`config.mk`:
```
export PLATFORM = sky130hd
export DESIGN_NAME = alarm_escalation_ctrl
export DESIGN_NICKNAME = d
export VERILOG_FILES = /design/src/rtl/alarm_escalation_ctrl.sv
export SDC_FILE = /design/constraint.sdc
export NUM_CORES = 1
export LEC_CHECK = 0
export ABC_AREA = 1
export CAP_MARGIN = 20
export CORE_UTILIZATION = 54
export DETAILED_ROUTE_END_ITERATION = 12
export PLACE_DENSITY = 0.77
export SLEW_MARGIN = 40
export SYNTH_ARGS = -nofsm -noshare
export SYNTH_HDL_FRONTEND = slang
export SYNTH_SLANG_ARGS = --single-unit
export TNS_END_PERCENT = 20
```
`constraint.sdc`:
```
create_clock -name clk -period 1.7 [get_ports clk]
set_clock_uncertainty 0.05 [all_clocks]
set_input_delay 0.255 -clock clk [delete_from_list [all_inputs] [get_ports clk]]
set_output_delay 0.255 -clock clk [all_outputs]
set_load 0.03 [all_outputs]
```
`src/rtl/alarm_escalation_ctrl.sv`:
```
// alarm_escalation_ctrl
//   Seat-alarm escalation controller. Synchronises the seat-link alarm request
//   and the driver acknowledge button, derives a slow tick from clk, and runs the
//   grace / escalation / silence sequence. The alarm outputs form a thermometer
//   code of the escalation level.
//
//   Optional build macro: ALARM_LED_BLINK_EN
//     undefined : led is the synchronised request, registered
//     defined   : led is 0 in IDLE/SILENCED, 1 in PENDING, blinks once per tick in ALARM
//
//   Ports
//     clk            system clock
//     rst_n          asynchronous active-low reset
//     communication  alarm request from the seat link (async, active-high)
//     button         driver acknowledge button (async, raw, active-high)
//     saida[N_OUT]   alarm outputs, saida[i]=1 when level>i
//     level          escalation level 0..N_OUT
//     state          00 IDLE, 01 PENDING, 10 ALARM, 11 SILENCED
//     led            status LED
//
//   state    | meaning
//   ---------+------------------------------------------------------------
//   IDLE     | no request, outputs off
//   PENDING  | request seen, grace period running, outputs off
//   ALARM    | outputs on, level steps up every STEP_TICKS ticks
//   SILENCED | acknowledged by driver, outputs off until re-arm or request drop

module alarm_escalation_ctrl #(
   parameter int N_OUT          = 3,
   parameter int PRESCALE       = 50000,
   parameter int DEBOUNCE_TICKS = 4,
   parameter int ALERT_TICKS    = 10,
   parameter int STEP_TICKS     = 20,
   parameter int REARM_TICKS    = 600
) (
   input  logic                       clk,
   input  logic                       rst_n,
   input  logic                       communication,
   input  logic                       button,
   output logic [N_OUT-1:0]           saida,
   output logic [$clog2(N_OUT+1)-1:0] level,
   output logic [1:0]                 state,
   output logic                       led
);

   localparam int LVL_W   = $clog2(N_OUT + 1);
   localparam int PRE_W   = (PRESCALE > 1) ? $clog2(PRESCALE) : 1;
   localparam int RUN_W   = $clog2(DEBOUNCE_TICKS + 1);
   localparam int TMR_MAX = (ALERT_TICKS > STEP_TICKS)
                            ? ((ALERT_TICKS > REARM_TICKS) ? ALERT_TICKS : REARM_TICKS)
                            : ((STEP_TICKS > REARM_TICKS) ? STEP_TICKS : REARM_TICKS);
   localparam int TMR_W   = (TMR_MAX > 1) ? $clog2(TMR_MAX) : 1;

   localparam logic [PRE_W-1:0] PRE_LAST = PRE_W'(PRESCALE - 1);
   localparam logic [RUN_W-1:0] RUN_SAT  = RUN_W'(DEBOUNCE_TICKS);
   localparam logic [RUN_W-1:0] RUN_PRE  = RUN_W'(DEBOUNCE_TICKS - 1);
   localparam logic [TMR_W-1:0] ALERT_LD = TMR_W'(ALERT_TICKS - 1);
   localparam logic [TMR_W-1:0] STEP_LD  = TMR_W'(STEP_TICKS - 1);
   localparam logic [TMR_W-1:0] REARM_LD = TMR_W'(REARM_TICKS - 1);
   localparam logic [LVL_W-1:0] LVL_MAX  = LVL_W'(N_OUT);
   localparam logic [LVL_W-1:0] LVL_ONE  = LVL_W'(1);

   typedef enum logic [1:0] {
      S_IDLE     = 2'b00,
      S_PENDING  = 2'b01,
      S_ALARM    = 2'b10,
      S_SILENCED = 2'b11
   } state_t;

   state_t           state_q;
   logic             comm_s1, comm_s2;
   logic             btn_s1, btn_s2;
   logic [PRE_W-1:0] pre_cnt;
   logic             tick;
   logic [RUN_W-1:0] run_cnt;
   logic             press;
   logic             req;
   logic [TMR_W-1:0] tmr;
   logic [LVL_W-1:0] level_up;

   function automatic logic [N_OUT-1:0] therm(input logic [LVL_W-1:0] l);
      logic [N_OUT-1:0] t;
      for (int i = 0; i < N_OUT; i++) t[i] = (int'(l) > i);
      return t;
   endfunction

   always_ff @(posedge clk or negedge rst_n) begin
      if (!rst_n) begin
         comm_s1 <= 1'b0;
         comm_s2 <= 1'b0;
         btn_s1  <= 1'b0;
         btn_s2  <= 1'b0;
      end else begin
         comm_s1 <= communication;
         comm_s2 <= comm_s1;
         btn_s1  <= button;
         btn_s2  <= btn_s1;
      end
   end

   assign req = comm_s2;

   always_ff @(posedge clk or negedge rst_n) begin
      if (!rst_n)    pre_cnt <= '0;
      else if (tick) pre_cnt <= '0;
      else           pre_cnt <= pre_cnt + 1'b1;
   end

   assign tick = (pre_cnt == PRE_LAST);

   // Run length saturates so a held button yields exactly one press.
   always_ff @(posedge clk or negedge rst_n) begin
      if (!rst_n) begin
         run_cnt <= '0;
      end else if (tick) begin
         if (!btn_s2)                run_cnt <= '0;
         else if (run_cnt != RUN_SAT) run_cnt <= run_cnt + 1'b1;
      end
   end

   assign press = tick && btn_s2 && (run_cnt == RUN_PRE);

   assign level_up = (level == LVL_MAX) ? level : level + 1'b1;

   // tmr is reloaded with period-1 on every state entry; expiry is the tick
   // that finds it at zero. In ALARM it reloads on each step and keeps running
   // after the level saturates.
   always_ff @(posedge clk or negedge rst_n) begin
      if (!rst_n) begin
         state_q <= S_IDLE;
         tmr     <= '0;
         level   <= '0;
         saida   <= '0;
      end else begin
         case (state_q)
            S_IDLE: begin
               if (req) begin
                  state_q <= S_PENDING;
                  tmr     <= ALERT_LD;
               end
            end
            S_PENDING: begin
               if (!req) begin
                  state_q <= S_IDLE;
                  tmr     <= '0;
               end else if (press) begin
                  state_q <= S_SILENCED;
                  tmr     <= REARM_LD;
               end else if (tick) begin
                  if (tmr == '0) begin
                     state_q <= S_ALARM;
                     tmr     <= STEP_LD;
                     level   <= LVL_ONE;
                     saida   <= therm(LVL_ONE);
                  end else begin
                     tmr <= tmr - 1'b1;
                  end
               end
            end
            S_ALARM: begin
               if (!req) begin
                  state_q <= S_IDLE;
                  tmr     <= '0;
                  level   <= '0;
                  saida   <= '0;
               end else if (press) begin
                  state_q <= S_SILENCED;
                  tmr     <= REARM_LD;
                  level   <= '0;
                  saida   <= '0;
               end else if (tick) begin
                  if (tmr == '0) begin
                     tmr   <= STEP_LD;
                     level <= level_up;
                     saida <= therm(level_up);
                  end else begin
                     tmr <= tmr - 1'b1;
                  end
               end
            end
            S_SILENCED: begin
               if (!req) begin
                  state_q <= S_IDLE;
                  tmr     <= '0;
               end else if (tick) begin
                  if (tmr == '0) begin
                     state_q <= S_PENDING;
                     tmr     <= ALERT_LD;
                  end else begin
                     tmr <= tmr - 1'b1;
                  end
               end
            end
            default: begin
               state_q <= S_IDLE;
               tmr     <= '0;
               level   <= '0;
               saida   <= '0;
            end
         endcase
      end
   end

   assign state = state_q;

`ifdef ALARM_LED_BLINK_EN
   // blink_off is held low outside ALARM so the LED is lit on ALARM entry.
   logic blink_off;

   always_ff @(posedge clk or negedge rst_n) begin
      if (!rst_n)                   blink_off <= 1'b0;
      else if (state_q != S_ALARM) blink_off <= 1'b0;
      else if (tick)               blink_off <= ~blink_off;
   end

   assign led = (state_q == S_PENDING) || ((state_q == S_ALARM) && !blink_off);
`else
   logic led_q;

   always_ff @(posedge clk or negedge rst_n) begin
      if (!rst_n) led_q <= 1'b0;
      else        led_q <= comm_s2;
   end

   assign led = led_q;
`endif

endmodule
```
==> run_results.csv, run 1 <==
group,metric,value,unit
timing,setup_viol,0,
place,placed_area,2784,µm²
worst_setup_path,crit_chain,"inv_1, ha_1, nand2_1, nand2_4, a21oi_4, buf_4, nor2_1, a21oi_1",
finish,areaGrowthSynthToFinish,23.22,%
synth,synth.avg_cell_area,7.458,µm²
detailed_routing,drc_errors,0,
job,max_cap_viol_count,0,
detailed_routing,vias_per_cell,5.227,
clock_tree,clockBufferDepth,2,
worst_setup_path,timing.rr.start,"state[0]",
clock_tree,root_buffer,"clkbuf_8",
global_route,grt_max_degree,26,
synth,yosysTopAreaCellShare,40.30,%
finish,fin_cells,428,
place,dp_cells,413,
finish,layout-drive-gt1-share,23.14,%
clock_tree,cts_sinks,40,
clock_tree,cts_tree,"yes",
clock_tree,numCtsBuffers,5,
synth,yosysSeqAreaShare,40.30,%
global_route,grt_antenna_before_repair,0,
synth,synth.largest_area_cell,"dfrtp_1",
timing,finalHoldViolCount,0,
synth,yosys_warnings,0,
detailed_routing,vias,2237,
worst_setup_path,rrSetupSlack,0.06,ns
detailed_routing,wire_per_inst,13.06,µm
worst_setup_path,critPathArrivalTime,1.82,ns
global_route,grt_use_total,23.76,%
clock_tree,htree_levels,2,
synth,yosysUniqueCellTypes,28,
synth,synth_area,2484,µm²
worst_setup_path,crit_required,1.88,ns
power,finalPower,4.053,mW
detailed_routing,drtIter0Drc,157,
global_route,grt_most_used_layer,"met2",
place,gp_congestion,0.8878,
worst_hold_path,hp-class,"flip-flop to flip-flop",
worst_setup_path,path_max_fanout,5,
global_route,use_met3,4.942,%
floorplan,die_w,69.82,µm
timing,relSlewSlack,61.81,%
synth,synth_enable_flop_cells,0,
floorplan,core_area,4384,µm²
timing,period_needed,1.643,ns
worst_setup_path,timing.rr.end,"tmr[3]",
clock_tree,clk_pin_slew,0.08,ns
power,power.leakage,1.637,nW
floorplan,die_area,4875,µm²
place,place_ws,-0.0007713,ns
detailed_routing,wirelength,5.588,mm
detailed_routing,antenna_left,0,
finish,final_nets,389,
worst_setup_path,max_stage_delay,0.40,ns
global_route,grt_pass1_vias,2071,
timing,fin_ws,0.05720,ns
timing,tightest_slew,0.5728,ns
floorplan,io_pins,12,
timing,fin_crit_sh,96.64,%
worst_setup_path,crit_end,"tmr[3]",
global_route,gr-total-overflow,0,
power,p_per_area,1324,nW/µm²
finish,final_common_cell,"nand2_1",
finish,final_cell_mix,"76 x nand2_1, 53 x inv_1, 38 x dfrtp_1",
finish,finalInstanceArea,3060,µm²
synth,synth_area_leaders,"dfrtp_1 40%, nand2_1 13%, inv_1 8.3%",
worst_setup_path,start_kind,"flip-flop",
timing,rsz0062_at_grt,"true",
floorplan,rows,24,
worst_setup_path,cpMaxStageDelayCell,"dfrtp_2",
worst_setup_path,end_kind,"flip-flop",
clock_tree,clock_latency,0.30,ns
synth,synth_ff_type,"dfrtp_1",
run_status,status,"finished, final reports clean",
timing,final_max_slew_viol_count,0,
floorplan,start_util,56.65,%
global_route,grt_pass1_wl,9.218,mm
synth,async_reset_ff_share,100.0,%
worst_setup_path,cp-startpoint,"state[0]",
floorplan,die_y,69.82,µm
detailed_routing,dr.pass1.iters,4,
global_route,use_met2,37.18,%
finish,n_antenna_cell,0,
timing,max_freq,608.7,MHz
synth,synth-seq-cells,40,
worst_setup_path,r2r_cells,8,
worst_setup_path,crit_type,"flip-flop to flip-flop",
power,vdd_drop_max,1039,µV
place,port_buffers,11,
place,hpwl,4.028,mm
global_route,met1_usage,32.55,%
synth,syn_nets,347,
synth,syn_inst,333,
## metrics by stage
| step | utilization [%] | hold slack, ns | TNS, ns |
|---|---|---|---|
| floorplan | - | -0.09059 | 0 |
| global placement | 63.50 | 0.2352 | 0 |
| detailed placement | 63.50 | 0.2377 | -0.0007713 |
| CTS | 66.24 | 0.3060 | 0 |
| global route | 69.81 | 0.3135 | -0.2330 |
| finish | 69.81 | 0.3052 | 0 |
## Yosys cell counts, types with 5 or more instances
library cell   n
nand4_1        6
ha_1          10
nand2_2        8
dfrtp_1       40
nor4_1         5
nand2_1       84
nand3_1       21
nor3_1         5
inv_2          7
xor2_1         6
nor2_1        29
a21oi_1       16
inv_1         55
o21ai_0       13
## layout make-up
class,instances,area [µm²]
clock buffer,5,68.82
clock inverter,3,42.54
fill,345,1324
inverter,63,236.5
multi-input combinational,229,1348
sequential,40,1003
tap,52,65.06
timing repair buffer,36,296.5
## report_power, final
part / switching, mW / total, mW / internal [mW]
Sequential: 0.120 / 1.20 / 1.08
Combinational: 1.21 / 2.06 / 0.846
Clock: 0.353 / 0.787 / 0.434
## sequential cells by signal (all words and copies together), names as in the netlist
name     count
pre_cnt     16
comm_s1      1
btn_s1       1
run_cnt      3
level        2
saida        2
state        2
led          1
btn_s2       1
comm_s2      1
tmr         10
## layer usage
metal	vias up	wire, µm
met5	-	0
met4	0	66
met3	6	309
met2	65	2726
met1	1034	2486
li1	1132	-
## worst min path at each step
stage	cells past startpoint	startpoint	slack (ns)	endpoint
6_report	0	btn_s1	0.31	btn_s2
5_1_grt	0	btn_s1	0.31	btn_s2
4_1_cts	0	btn_s1	0.31	btn_s2
3_5_place_dp	1	rst_n	0.24	pre_cnt[15]
3_3_place_gp	1	rst_n	0.24	pre_cnt[15]
2_1_floorplan	0	rst_n	-0.09	btn_s1
## logic make-up (layout without fill, tap and decap cells)
family          count (synthesis)  after routing  synth area share [%]
xor+xnor                        8              8                 2.821
flops                          40             40                 40.30
simple gates                  175            175                 34.05
compound gates                 36             36                 7.960
fa+ha+maj                      10             10                 5.038
buf+inv                        64            107                 9.824
## worst max-delay path, delay by kind of cell, from the launching register on
kind	cells	cell delay, ns
simple gates	3	0.29
flops	1	0.40
fa+ha+maj	1	0.29
buf+inv	2	0.22
compound gates	2	0.32
## repair_timing
| item | CTS | global route |
|---|---|---|
| pin swaps | 1 | 8 |
| setup endpoints to repair | 6 | 23 |
| endpoints found under the hold margin | 23 | 0 |
| hold buffers | 1 | 0 |
| setup buffers | 0 | 6 |
| resized for setup | 4 | 33 |
Note: power is estimated with default switching activity, not from simulation.
==> run 2, diff against run 1 <==
--- a/config.mk
+++ b/config.mk
@@ -8,3 +8,3 @@
 export ABC_AREA = 1
-export CAP_MARGIN = 20
+export CAP_MARGIN = 30
 export CORE_UTILIZATION = 54
@@ -16,2 +16,2 @@
 export SYNTH_SLANG_ARGS = --single-unit
-export TNS_END_PERCENT = 20
+export TNS_END_PERCENT = 1
--- a/constraint.sdc
+++ b/constraint.sdc
@@ -4,2 +4,2 @@
 set_output_delay 0.255 -clock clk [all_outputs]
-set_load 0.03 [all_outputs]
+set_load 0.05 [all_outputs]
==> run 2 against run 1 <==
Critical path depth rose by 1. Critical path type unchanged. Register-to-register slack got worse by 0.02 ns. Highest routed layer unchanged. Worst hold slack improved by 0.011 ns.
==> run_results.csv, run 2 (same netlist as run 1, synthesis figures left out) <==
group,metric,value,unit
run_status,status,"finished, final reports clean",
floorplan,io_pins,12,
global_route,grt_pass1_wl,9.121,mm
finish,n_antenna_cell,0,
finish,final_nets,389,
finish,multi_input_area,1374,µm²
finish,fillers,322,
clock_tree,cts_sinks,40,
place,gp_congestion,0.8491,
worst_setup_path,max_stage_delay,0.43,ns
timing,tightest_slew,0.3911,ns
power,vdd_drop_max,1524,µV
timing,fin_ws,0.03863,ns
clock_tree,clock_latency,0.30,ns
floorplan,core_area,4384,µm²
finish,regArea,1005,µm²
worst_setup_path,start_kind,"flip-flop",
clock_tree,root_buffer,"clkbuf_8",
detailed_routing,vias_per_cell,5.273,
detailed_routing,drtIter0Drc,205,
floorplan,die_w,69.82,µm
global_route,gr-total-overflow,0,
timing,max_freq,601.9,MHz
global_route,grt_pass1_vias,2041,
floorplan,rows,24,
place,hpwl,3.989,mm
worst_setup_path,cpMaxStageDelayCell,"dfrtp_1",
place,place_ws,-0.03710,ns
detailed_routing,dr.pass1.iters,5,
clock_tree,cts_tree,"yes",
timing,fin_crit_sh,97.73,%
power,p_per_area,1346,nW/µm²
timing,final_max_slew_viol_count,0,
worst_setup_path,crit_required,1.89,ns
clock_tree,clk_pin_slew,0.09,ns
detailed_routing,wirelength,5.714,mm
timing,rsz0062_at_grt,"true",
detailed_routing,wire_per_inst,13.35,µm
timing,period_needed,1.661,ns
timing,relSlewSlack,73.72,%
clock_tree,htree_levels,2,
global_route,grt_use_total,23.98,%
place,port_buffers,11,
global_route,grt_antenna_before_repair,0,
finish,areaGrowthSynthToFinish,23.33,%
worst_setup_path,path_max_fanout,7,
timing,whs,0.3166,ns
detailed_routing,drc_errors,0,
worst_setup_path,critPathArrivalTime,1.85,ns
finish,top_register,"pre_cnt",
detailed_routing,vias,2257,
worst_setup_path,crit_top_cell,"nand2_1",
finish,final_common_cell,"nand2_1",
floorplan,die_y,69.82,µm
clock_tree,clockBufferDepth,2,
worst_hold_path,hp-class,"flip-flop to flip-flop",
finish,reg.largest.list,"pre_cnt x16, tmr x10, run_cnt x3",
worst_setup_path,crit_chain,"ha_4, nand3_4, nor2_4, nand2_4, nor2_4, nand2_1, o21ai_0, nand2_1, nand2_1",
timing,finalHoldViolCount,0,
floorplan,die_area,4875,µm²
finish,layout-drive-gt1-share,26.06,%
finish,largest_reg_flops,16,
worst_setup_path,end_kind,"flip-flop",
power,power.leakage,1.604,nW
power,finalPower,4.124,mW
clock_tree,numCtsBuffers,5,
worst_setup_path,crit_type,"flip-flop to flip-flop",
floorplan,start_util,56.65,%
global_route,grt_max_degree,16,
timing,setup_viol,0,
detailed_routing,antenna_left,0,
job,max_cap_viol_count,0,
finish,final_cell_mix,"77 x nand2_1, 52 x inv_1, 37 x dfrtp_1",
[run 2: cell types whose count changed in the layout (fill, tap and decap cells not counted), moves of 2 or more]
cell / change
ha_2: +2
clkdlybuf4s50_1: -3
dlymetal6s2s_1: -2
dlygate4sd2_1: -3
ha_1: -3
nor2_2: -2
nor2_4: +2
buf_4: +8
[run 2: cell type report]
class | count | area share [%]
clock buffers | 6 | 2.369
inverters | 63 | 7.721
multi-input cells | 229 | 44.85
well taps | 52 | 2.124
clock inverters | 2 | 1.144
flip-flops and latches | 40 | 32.80
repair buffers | 36 | 8.987
[run 2: path summary, 6_finish.rpt]
path / depth (start not counted) / start / to / slack (ns)
min reg2reg: 0 / comm_s1 / comm_s2 / 0.32
max: 9 / pre_cnt[0] / tmr[6] / 0.04
max reg2reg: 9 / pre_cnt[0] / tmr[6] / 0.04
max in group asynchronous: 3 / rst_n / state[0] / 0.72
min in group asynchronous: 2 / rst_n / pre_cnt[13] / 0.34
min: 0 / comm_s1 / comm_s2 / 0.32
[run 2: critical path: cells and delay by family, from the launching register on]
family	cells	cell delay [ns]
AND/OR/NAND/NOR	7	0.80
adder cells (fa/ha/maj)	1	0.17
flip-flops	1	0.43
AO/OA/AOI/OAI	1	0.12
[run 2: per-layer routing]
metal	wire [µm]	global-route usage, %	vias to the layer above
li1	-	-	1123
met1	2604	32.04	1034
met2	2671	39.32	89
met3	336	3.779	11
met4	101	8.889	0
met5	0	0	-
[run 2: power by group]
| group | internal, mW | switching (mW) |
|---|---|---|
| Clock | 0.436 | 0.350 |
| Sequential | 1.08 | 0.119 |
| Combinational | 0.813 | 1.32 |
[run 2: repair_timing]
| item | in CTS | in global routing |
|---|---|---|
| cloned | 0 | 0 |
| endpoints found under the hold margin | 12 | 0 |
| gates resized for setup | 8 | 28 |
| hold buffers | 1 | 0 |
| pin swaps | 2 | 8 |
| setup buffers | 0 | 11 |
| endpoints found under the setup margin | 10 | 16 |
[run 2: stage by stage]
stage	TNS (ns)	area, µm²	cells	util, %
final	0	3063	428	69.86
after global placement	0	2729	408	62.24
after CTS	0	2874	417	65.55
after detailed placement	-0.1171	2729	408	62.24
after floorplan	0	2489	333	-
after global routing	-0.2081	3063	428	69.86
